===== config.mk =====
export PLATFORM = sky130hd
export DESIGN_NAME = usart_rx
export DESIGN_NICKNAME = d
export VERILOG_FILES = /design/src/rtl/usart_rx.sv
export SDC_FILE = /design/constraint.sdc
export NUM_CORES = 1
export LEC_CHECK = 0
export CELL_PAD_IN_SITES_DETAIL_PLACEMENT = 1
export CELL_PAD_IN_SITES_GLOBAL_PLACEMENT = 1
export CORE_MARGIN = 2
export CORE_UTILIZATION = 30
export CTS_CLUSTER_DIAMETER = 100
export DETAILED_ROUTE_END_ITERATION = 12
export PLACE_DENSITY = 0.56
export SKIP_CTS_REPAIR_TIMING = 1
export SLEW_MARGIN = 20
export SYNTH_ARGS = -nofsm -noshare
export SYNTH_HDL_FRONTEND = slang
export SYNTH_SLANG_ARGS = --single-unit

===== constraint.sdc =====
create_clock -name clk -period 2.6 [get_ports clk]
set_input_delay 0.39 -clock clk [delete_from_list [all_inputs] [get_ports clk]]
set_output_delay 0.39 -clock clk [all_outputs]
set_load 0.05 [all_outputs]

===== src/rtl/usart_rx.sv =====
// Oversampling 8N1/8-parity-1 receiver with an internal FWFT FIFO; word visible the cycle after its stop decision tick.
// No backpressure: a good word that finds the FIFO full with no pop is dropped and flagged. Parity enabled by USART_RX_PARITY_EN.
module usart_rx #(
    parameter int DATA_BITS  = 8,
    parameter int OVERSAMPLE = 16,
    parameter int FIFO_DEPTH = 4
) (
    input  logic                 clk,
    input  logic                 rst,
    input  logic                 baud_tick_i,
    input  logic                 rx_i,
    input  logic                 parity_odd_i,
    input  logic                 rd_en_i,
    input  logic                 clr_err_i,
    output logic [DATA_BITS-1:0] data_o,
    output logic                 valid_o,
    output logic                 frame_err_o,
    output logic                 parity_err_o,
    output logic                 overrun_o
);

    localparam int TCW = $clog2(OVERSAMPLE);
    localparam int BCW = $clog2(DATA_BITS);
    localparam int PW  = $clog2(FIFO_DEPTH);

    localparam logic [TCW-1:0] TC_LO   = TCW'(OVERSAMPLE / 2 - 1);
    localparam logic [TCW-1:0] TC_MID  = TCW'(OVERSAMPLE / 2);
    localparam logic [TCW-1:0] TC_HI   = TCW'(OVERSAMPLE / 2 + 1);
    localparam logic [TCW-1:0] TC_MAX  = TCW'(OVERSAMPLE - 1);
    localparam logic [BCW-1:0] BC_LAST = BCW'(DATA_BITS - 1);

    localparam logic [2:0] ST_IDLE   = 3'd0;
    localparam logic [2:0] ST_START  = 3'd1;
    localparam logic [2:0] ST_DATA   = 3'd2;
`ifdef USART_RX_PARITY_EN
    localparam logic [2:0] ST_PARITY = 3'd3;
`endif
    localparam logic [2:0] ST_STOP   = 3'd4;

    logic                 rx_s1_q, rx_s1_d, rx_s2_q, rx_s2_d;
    logic [2:0]           state_q, state_d;
    logic [TCW-1:0]       tc_q, tc_d;
    logic [BCW-1:0]       bit_cnt_q, bit_cnt_d;
    logic [1:0]           samp_q, samp_d;
    logic [DATA_BITS-1:0] shift_q, shift_d;
    logic [DATA_BITS-1:0] mem_q [FIFO_DEPTH];
    logic [DATA_BITS-1:0] mem_d [FIFO_DEPTH];
    logic [PW:0]          wr_ptr_q, wr_ptr_d, rd_ptr_q, rd_ptr_d;
    logic [DATA_BITS-1:0] data_q, data_d;
    logic                 fe_q, fe_d, ov_q, ov_d;
    logic                 rxs, maj, push, fe_set, full, pop, do_push;

`ifdef USART_RX_PARITY_EN
    logic par_bit_q, par_bit_d, pe_q, pe_d, pe_set, par_bad;
    assign par_bad      = par_bit_q ^ (^shift_q) ^ parity_odd_i;
    assign parity_err_o = pe_q;
`else
    logic unused_parity;
    assign unused_parity = parity_odd_i;
    assign parity_err_o  = 1'b0;
`endif

    assign rxs = rx_s2_q;
    // Third vote is the live sample taken on the decision tick itself.
    assign maj = (samp_q[0] & samp_q[1]) | (samp_q[0] & rxs) | (samp_q[1] & rxs);

    always_comb begin
        rx_s1_d   = rx_i;
        rx_s2_d   = rx_s1_q;
        state_d   = state_q;
        tc_d      = tc_q;
        bit_cnt_d = bit_cnt_q;
        samp_d    = samp_q;
        shift_d   = shift_q;
        push      = 1'b0;
        fe_set    = 1'b0;
`ifdef USART_RX_PARITY_EN
        par_bit_d = par_bit_q;
        pe_set    = 1'b0;
`endif
        if (baud_tick_i) begin
            if (state_q == ST_IDLE) begin
                if (!rxs) begin
                    state_d = ST_START;
                    tc_d    = '0;
                end
            end else begin
                tc_d = (tc_q == TC_MAX) ? '0 : tc_q + 1'b1;
                if (tc_q == TC_LO)  samp_d[0] = rxs;
                if (tc_q == TC_MID) samp_d[1] = rxs;
                if (tc_q == TC_HI) begin
                    case (state_q)
                        ST_START: begin
                            if (maj) begin
                                state_d = ST_IDLE;
                                tc_d    = '0;
                            end else begin
                                state_d   = ST_DATA;
                                bit_cnt_d = '0;
                            end
                        end
                        ST_DATA: begin
                            shift_d = {maj, shift_q[DATA_BITS-1:1]};
                            if (bit_cnt_q == BC_LAST) begin
`ifdef USART_RX_PARITY_EN
                                state_d = ST_PARITY;
`else
                                state_d = ST_STOP;
`endif
                            end else begin
                                bit_cnt_d = bit_cnt_q + 1'b1;
                            end
                        end
`ifdef USART_RX_PARITY_EN
                        ST_PARITY: begin
                            par_bit_d = maj;
                            state_d   = ST_STOP;
                        end
`endif
                        ST_STOP: begin
                            // Return to idle at mid-stop so a fast next start edge is not missed.
                            state_d = ST_IDLE;
                            tc_d    = '0;
                            if (!maj) fe_set = 1'b1;
`ifdef USART_RX_PARITY_EN
                            else if (par_bad) pe_set = 1'b1;
`endif
                            else push = 1'b1;
                        end
                        default: begin
                            state_d = ST_IDLE;
                            tc_d    = '0;
                        end
                    endcase
                end
            end
        end
    end

    assign valid_o = (wr_ptr_q != rd_ptr_q);
    assign full    = (wr_ptr_q[PW] != rd_ptr_q[PW]) && (wr_ptr_q[PW-1:0] == rd_ptr_q[PW-1:0]);
    assign pop     = rd_en_i & valid_o;
    assign do_push = push & (~full | pop);
    assign data_o  = data_q;
    assign frame_err_o = fe_q;
    assign overrun_o   = ov_q;

    always_comb begin
        mem_d    = mem_q;
        wr_ptr_d = wr_ptr_q;
        rd_ptr_d = rd_ptr_q;
        if (do_push) begin
            mem_d[wr_ptr_q[PW-1:0]] = shift_q;
            wr_ptr_d = wr_ptr_q + 1'b1;
        end
        if (pop) rd_ptr_d = rd_ptr_q + 1'b1;
        // Head is registered so data_o keeps its last value once the FIFO drains.
        data_d = (wr_ptr_d != rd_ptr_d) ? mem_d[rd_ptr_d[PW-1:0]] : data_q;
        fe_d   = (fe_q & ~clr_err_i) | fe_set;
        ov_d   = (ov_q & ~clr_err_i) | (push & full & ~pop);
`ifdef USART_RX_PARITY_EN
        pe_d   = (pe_q & ~clr_err_i) | pe_set;
`endif
    end

    always_ff @(posedge clk) begin
        if (rst) begin
            rx_s1_q   <= 1'b1;
            rx_s2_q   <= 1'b1;
            state_q   <= ST_IDLE;
            tc_q      <= '0;
            bit_cnt_q <= '0;
            samp_q    <= '0;
            shift_q   <= '0;
            for (int i = 0; i < FIFO_DEPTH; i++) mem_q[i] <= '0;
            wr_ptr_q  <= '0;
            rd_ptr_q  <= '0;
            data_q    <= '0;
            fe_q      <= 1'b0;
            ov_q      <= 1'b0;
`ifdef USART_RX_PARITY_EN
            par_bit_q <= 1'b0;
            pe_q      <= 1'b0;
`endif
        end else begin
            rx_s1_q   <= rx_s1_d;
            rx_s2_q   <= rx_s2_d;
            state_q   <= state_d;
            tc_q      <= tc_d;
            bit_cnt_q <= bit_cnt_d;
            samp_q    <= samp_d;
            shift_q   <= shift_d;
            mem_q     <= mem_d;
            wr_ptr_q  <= wr_ptr_d;
            rd_ptr_q  <= rd_ptr_d;
            data_q    <= data_d;
            fe_q      <= fe_d;
            ov_q      <= ov_d;
`ifdef USART_RX_PARITY_EN
            par_bit_q <= par_bit_d;
            pe_q      <= pe_d;
`endif
        end
    end

endmodule


==> reports/results.tsv, run 1 <==
metric	value	unit
final antenna-violating net count	0	
I/O pin count	19	
Max Clock Freq	0.393	GHz
area growth from synthesis to layout	24.8	%
placed inst area	0.00427	mm2
chip width	115	um
utilization after layout	38.4	%
Crit Path Category	reg2reg	
ys async rst share	0	%
Final HPWL DP	7700	um
Post-Place Worst Slack	-0.344	ns
initial DRC count	128	
clk buf depth	2	
most frequent cells in the layout	69 x dfxtp_1, 52 x buf_4, 43 x nand2_1	
htree depth	3	
mapped cell area	0.00371	mm2
largest net degree at the start of global routing	66	
Slew HR	51.8	%
Int Pwr	1960	uW
top-area cell type share of the netlist area	37.7	%
drt drc	0	
Hold Path Class	reg2reg	
Vias/cell	5.01	
Max Clock Skew	0.00624	ns
Global Route Usage Sum	17.0	%
P_leak	0.00184	uW
vias in the first global route	3332	
Post-Route WL	10500	um
ys flop type	dfxtp_1	
nature of the critical path endpoint	flop	
DIE AREA	0.0133	mm2
Slew Limit Fails	0	
# diodes	0	
Sw Ratio	20.5	%
synthesis-stage register bit count	70	
clock network power share	53.9	%
Max Cap Viol	0	
commonest non-fill, non-tap cell in the layout	dfxtp_1	
synth unique cells	72	
Routed WL per cell	16.2	um
Fin. Hold Viols	0	
Mean Syn Cell Area	8.76	um2
Worst Tran Pin Value	0.723	ns
Combinational Power Share	2.3	%
Post-synth EDFFs	0	
drt pass-1 iters	4	
CTS Sinks	70	
Yosys top cell by area	dfxtp_1	
pwr dens	531	mW/mm2
share of cells above drive strength 1	20.5	%
total power	2460	uW
Core Box Area	0.0121	mm2
Sw Pwr	503	uW
gr ovfl total	0	
critical path data required time	2.82	ns
Seq/Total Area, Yosys	37.7	%
CTS Buf Count	9	
first-pass GRT wire length	17400	um
row cnt	40	
clk slew on worst S/H paths	0.05	ns
largest cells by area after synthesis	dfxtp_1 38%, mux2i_1 7.3%, a21oi_1 5.5%	
Starting Density	30.8	%
final net count	491	
run status	completed	
vias post-DR	3240	
Clk Latency, worst-skew pair	0.34	ns
initial antenna violation count	0	
Worst IR Drop VDD	222	uV
CP max FO	9	
Root Driver	clkbuf_16	
RSZ-0062 raised after global routing	true	
Flop pwr share	43.8	%
Synth Warn #	0	
Final WS setup	0.0574	ns
CTS tree	built	
Post-Synthesis Cells	424	
Hold WS	0.454	ns
Final Instance Area	0.00463	mm2
critical path launch point type	flop	
die height	115	um
crit path DAT	2.76	ns
Syn Nets	441	
Final Cycle Share	97.8	%
final RePlAce weighted congestion	0.756	
min cycle time layout	2.54	ns
port bufs	16	
# setup viols final	0	
==> worst max-delay path, stage by stage, from the launching register on <==
cell,delay [ns]
dfxtp_1,0.33
ha_1,0.33
or2b_2,0.14
a21oi_2,0.05
or3_1,0.47
buf_4,0.21
and3_2,0.20
a2111oi_1,0.45
buf_4,0.18
o31ai_1,0.06
==> power by group through the flow <==
| stage | clock network [uW] | registers [uW] | logic [uW] |
|---|---|---|---|
| global route | 1410 | 1080 | 63.4 |
| floorplan | 0 | 1100 | 39.2 |
| global placement | 0 | 1100 | 57.0 |
| detailed placement | 0 | 1100 | 58.4 |
| finish | 1330 | 1080 | 57.6 |
| CTS | 1370 | 1080 | 58.6 |
==> synth_stat cells (6+ instances only) <==
library cell and number:
a21oi_1 41, buf_6 7, clkbuf_1 12, dfxtp_1 70, ha_1 10, inv_1 6, mux2i_1 27, nand2_1 43
nand3_1 23, nor2_1 40, nor3_1 6, o211ai_1 6, o21ai_0 9, o31ai_1 6, xnor2_1 7, xor2_1 6
==> per-layer routing <==
metal | global-route usage (%) | share of wire (%) | vias up
met5 | 0 | 0 | -
li1 | - | - | 1639
met2 | 27.8 | 47 | 29
met1 | 22.1 | 49 | 1557
met4 | 7.95 | 2.2 | 0
met3 | 2.58 | 1.9 | 15
==> through the flow <==
| stage | instances | setup TNS (ns) |
|---|---|---|
| after floorplan | 424 | 0 |
| after global placement | 631 | -1.09 |
| after detailed placement | 631 | -1.46 |
| after CTS | 647 | -0.220 |
| after global routing | 647 | -0.0303 |
| final | 647 | 0 |
==> registers in the layout, summed over array words and instances (netlist names), 2 cells and up <==
signal     cells
bit_cnt_q      3
data_o         8
mem_q         32
rd_ptr_q       3
samp_q         2
shift_q        8
state_q        3
tc_q           4
wr_ptr_q       3
==> final cells by class <==
cell class / instances / area, um2
Clock inverter: 4 / 70.1
Inverter: 6 / 22.5
Sequential cell: 70 / 1400
Fill cell: 1404 / 7430
Timing Repair Buffer: 68 / 546
Clock buffer: 12 / 246
Multi-Input combinational cell: 319 / 2140
Tap cell: 168 / 210
==> logic make-up (layout without fill, tap and decap cells) <==
kind of cell / Yosys count / after routing / share of synthesized area, %
DFF: 70 / 70 / 37.7
xor gates and xnor gates: 14 / 14 / 3.51
adders and majority gates: 11 / 11 / 3.64
other: 1 / 1 / 0.101
and+or+nand+nor: 160 / 160 / 22.2
AOI/OAI and AO/OA: 105 / 105 / 19.3
buffers and inverters: 35 / 90 / 5.93
muxes: 28 / 28 / 7.58
==> worst paths after layout <==
check,start,endpoint,slack [ns],cells after the start
setup reg to reg,rd_ptr_q[0],data_o[1],0.06,9
hold / removal,mem_q[7],mem_q[7],0.45,2
setup / recovery,rd_ptr_q[0],data_o[1],0.06,9
hold reg to reg,mem_q[7],mem_q[7],0.45,2
(Power assumes the default switching activity.)
==> run 2: changes to the inputs <==
--- a/config.mk
+++ b/config.mk
@@ -11,6 +11,7 @@
 export CORE_UTILIZATION = 30
 export CTS_CLUSTER_DIAMETER = 100
 export DETAILED_ROUTE_END_ITERATION = 12
+export GPL_TIMING_DRIVEN = 0
 export PLACE_DENSITY = 0.56
 export SKIP_CTS_REPAIR_TIMING = 1
 export SLEW_MARGIN = 20
==> run 2 against run 1 <==
Net effect: worst hold slack worse by 0.016 ns; maximum frequency grew 1.6%; clock power fell by 6%; largest cell class unchanged; non-clock buffer count shrank 18; total power decreased by 2.6%; worst setup slack gained 0.039 ns.
==> reports/results.tsv, run 2 (synthesis gave the netlist of run 1 again) <==
metric	value	unit	change
Biggest register	mem_q		
DIE AREA	0.0133	mm2	unchanged
most frequent cells in the layout	66 x dfxtp_1, 41 x nand2_1, 40 x a21oi_1		
clk buf depth	2		unchanged
Met3 Wirelength	347	um	+71%
placed inst area	0.00407	mm2	-4.6%
final net count	473		-3.7%
vias in the first global route	3233		-3.0%
Vias/cell	5.19		+3.6%
Worst Tran Pin Value	0.714	ns	-0.00839 ns
pwr dens	521	mW/mm2	-1.9%
gr ovfl total	0		unchanged
drt pass-1 iters	4		unchanged
CTS tree	built		
Routed WL per cell	17.9	um	+11%
R2R Path Start	rd_ptr_q[1]		
Global Route Usage Sum	17.8	%	+0.81 points
drt drc	0		unchanged
Final Instance Area	0.00460	mm2	-0.73%
run status	completed		
area growth from synthesis to layout	23.9	%	
initial antenna violation count	0		unchanged
P_leak	0.00176	uW	-4.4%
Post-Place Worst Slack	-0.560	ns	-0.216 ns
total power	2400	uW	-2.6%
Hold Path Origin	rx_s1_q		
die height	115	um	unchanged
Fin. Hold Viols	0		unchanged
DR top layer	met4		
CP max stage delay	0.53	ns	+0.06 ns
htree depth	3		unchanged
Slew Limit Fails	0		unchanged
Slew HR	52.4	%	+0.56 points
chip width	115	um	unchanged
vias post-DR	3262		+0.68%
Crit Path Category	reg2reg		
CTS Sinks	70		unchanged
Post-Layout Cell Count	629		-2.8%
port bufs	15		-1
sequential cell area	0.00141	mm2	+0.62%
Final HPWL DP	8050	um	+4.6%
crit path DAT	2.73	ns	-0.03 ns
max FFs per register	32		unchanged
Final Cycle Share	96.3	%	-1.5 points
CP max FO	6		-3
critical path launch point type	flop		
critical-path cell list	ha_2 -> or2b_2 -> a21oi_2 -> or3_1 -> buf_6 -> mux2i_2 -> a2111oi_2 -> o31ai_1		
Root Driver	clkbuf_16		
multi-input logic area	0.00225	mm2	+5.3%
Worst IR Drop VDD	252	uV	+14%
final RePlAce weighted congestion	0.765		+1.2%
Core Box Area	0.0121	mm2	unchanged
Post-Route WL	11300	um	+7.7%
min cycle time layout	2.50	ns	-0.0392 ns
WL met1	5320	um	+3.6%
CTS Buf Count	9		unchanged
Max Clock Freq	0.399	GHz	+1.6%
Worst path slowest cell	a2111oi_2		
Inst Count DP	607		-3.8%
# setup viols final	0		unchanged
Final WS setup	0.0966	ns	+0.0392 ns
initial DRC count	170		+33%
row cnt	40		unchanged
Setup crit start	rd_ptr_q[1]		
commonest non-fill, non-tap cell in the layout	dfxtp_1		
nature of the critical path endpoint	flop		
wire length on met2	5400	um	+10%
final antenna-violating net count	0		unchanged
clk slew on worst S/H paths	0.06	ns	about the same
Clk Latency, worst-skew pair	0.35	ns	about the same
share of cells above drive strength 1	19.1	%	-1.4 points
Hold Path Class	reg2reg		
I/O pin count	19		unchanged
# diodes	0		unchanged
largest net degree at the start of global routing	14		-79%
FILL cells	1395		-0.64%
Starting Density	30.8	%	unchanged
Max Cap Viol	0		unchanged
first-pass GRT wire length	18000	um	+3.2%
Max Clock Skew	0.00835	ns	+0.00211 ns
critical path data required time	2.83	ns	about the same
[run 2: metal layers]
layer / up-vias / global-route usage, %
li1: 1614 / -
met2: 42 / 28.1
met5: - / 0
met1: 1594 / 24.1
met3: 12 / 2.90
met4: 0 / 7.63
[run 2: final cells by class]
class                   count  share of cell area (%)
well taps                 168                    4.57
flip-flops and latches     70                    30.7
clock buffers               9                    4.90
clock inverters             7                    1.55
multi-input cells         319                    48.9
repair buffers             21                    4.30
plain buffers              29                    4.60
inverters                   6                   0.490
[run 2: worst paths after layout]
| kind | endpoint | slack, ns | cells past startpoint |
|---|---|---|---|
| setup reg to reg | data_o[1] | 0.1 | 8 |
| hold / removal | rx_s2_q | 0.44 | 1 |
| setup / recovery | data_o[1] | 0.1 | 8 |
| hold reg to reg | rx_s2_q | 0.44 | 1 |
[run 2: worst max-delay path, delay by kind of cell (launching register included)]
| kind | cells | cell delay (ns) |
|---|---|---|
| compound gates | 3 | 0.70 |
| flops | 1 | 0.37 |
| mux | 1 | 0.20 |
| fa+ha+maj | 1 | 0.39 |
| buf+inv | 1 | 0.16 |
| simple gates | 2 | 0.57 |
[run 2: per-stage QoR]
stage | util (%) | setup TNS [ns] | hold WS (ns)
CTS | 36.2 | -2.51 | 0.431
floorplan | - | 0 | 0.389
global route | 38.1 | -0.0296 | 0.457
detailed placement | 33.8 | -5.26 | 0.421
finish | 38.1 | 0 | 0.439
global placement | 33.8 | -4.23 | 0.420
[run 2: power breakdown]
group | switching (uW) | leakage (uW) | total, uW | internal (uW)
combinational | 46.0 | 0.00104 | 66.3 | 20.4
clock | 509 | 0.000150 | 1250 | 745
sequential | 2.16 | 0.000567 | 1080 | 1070
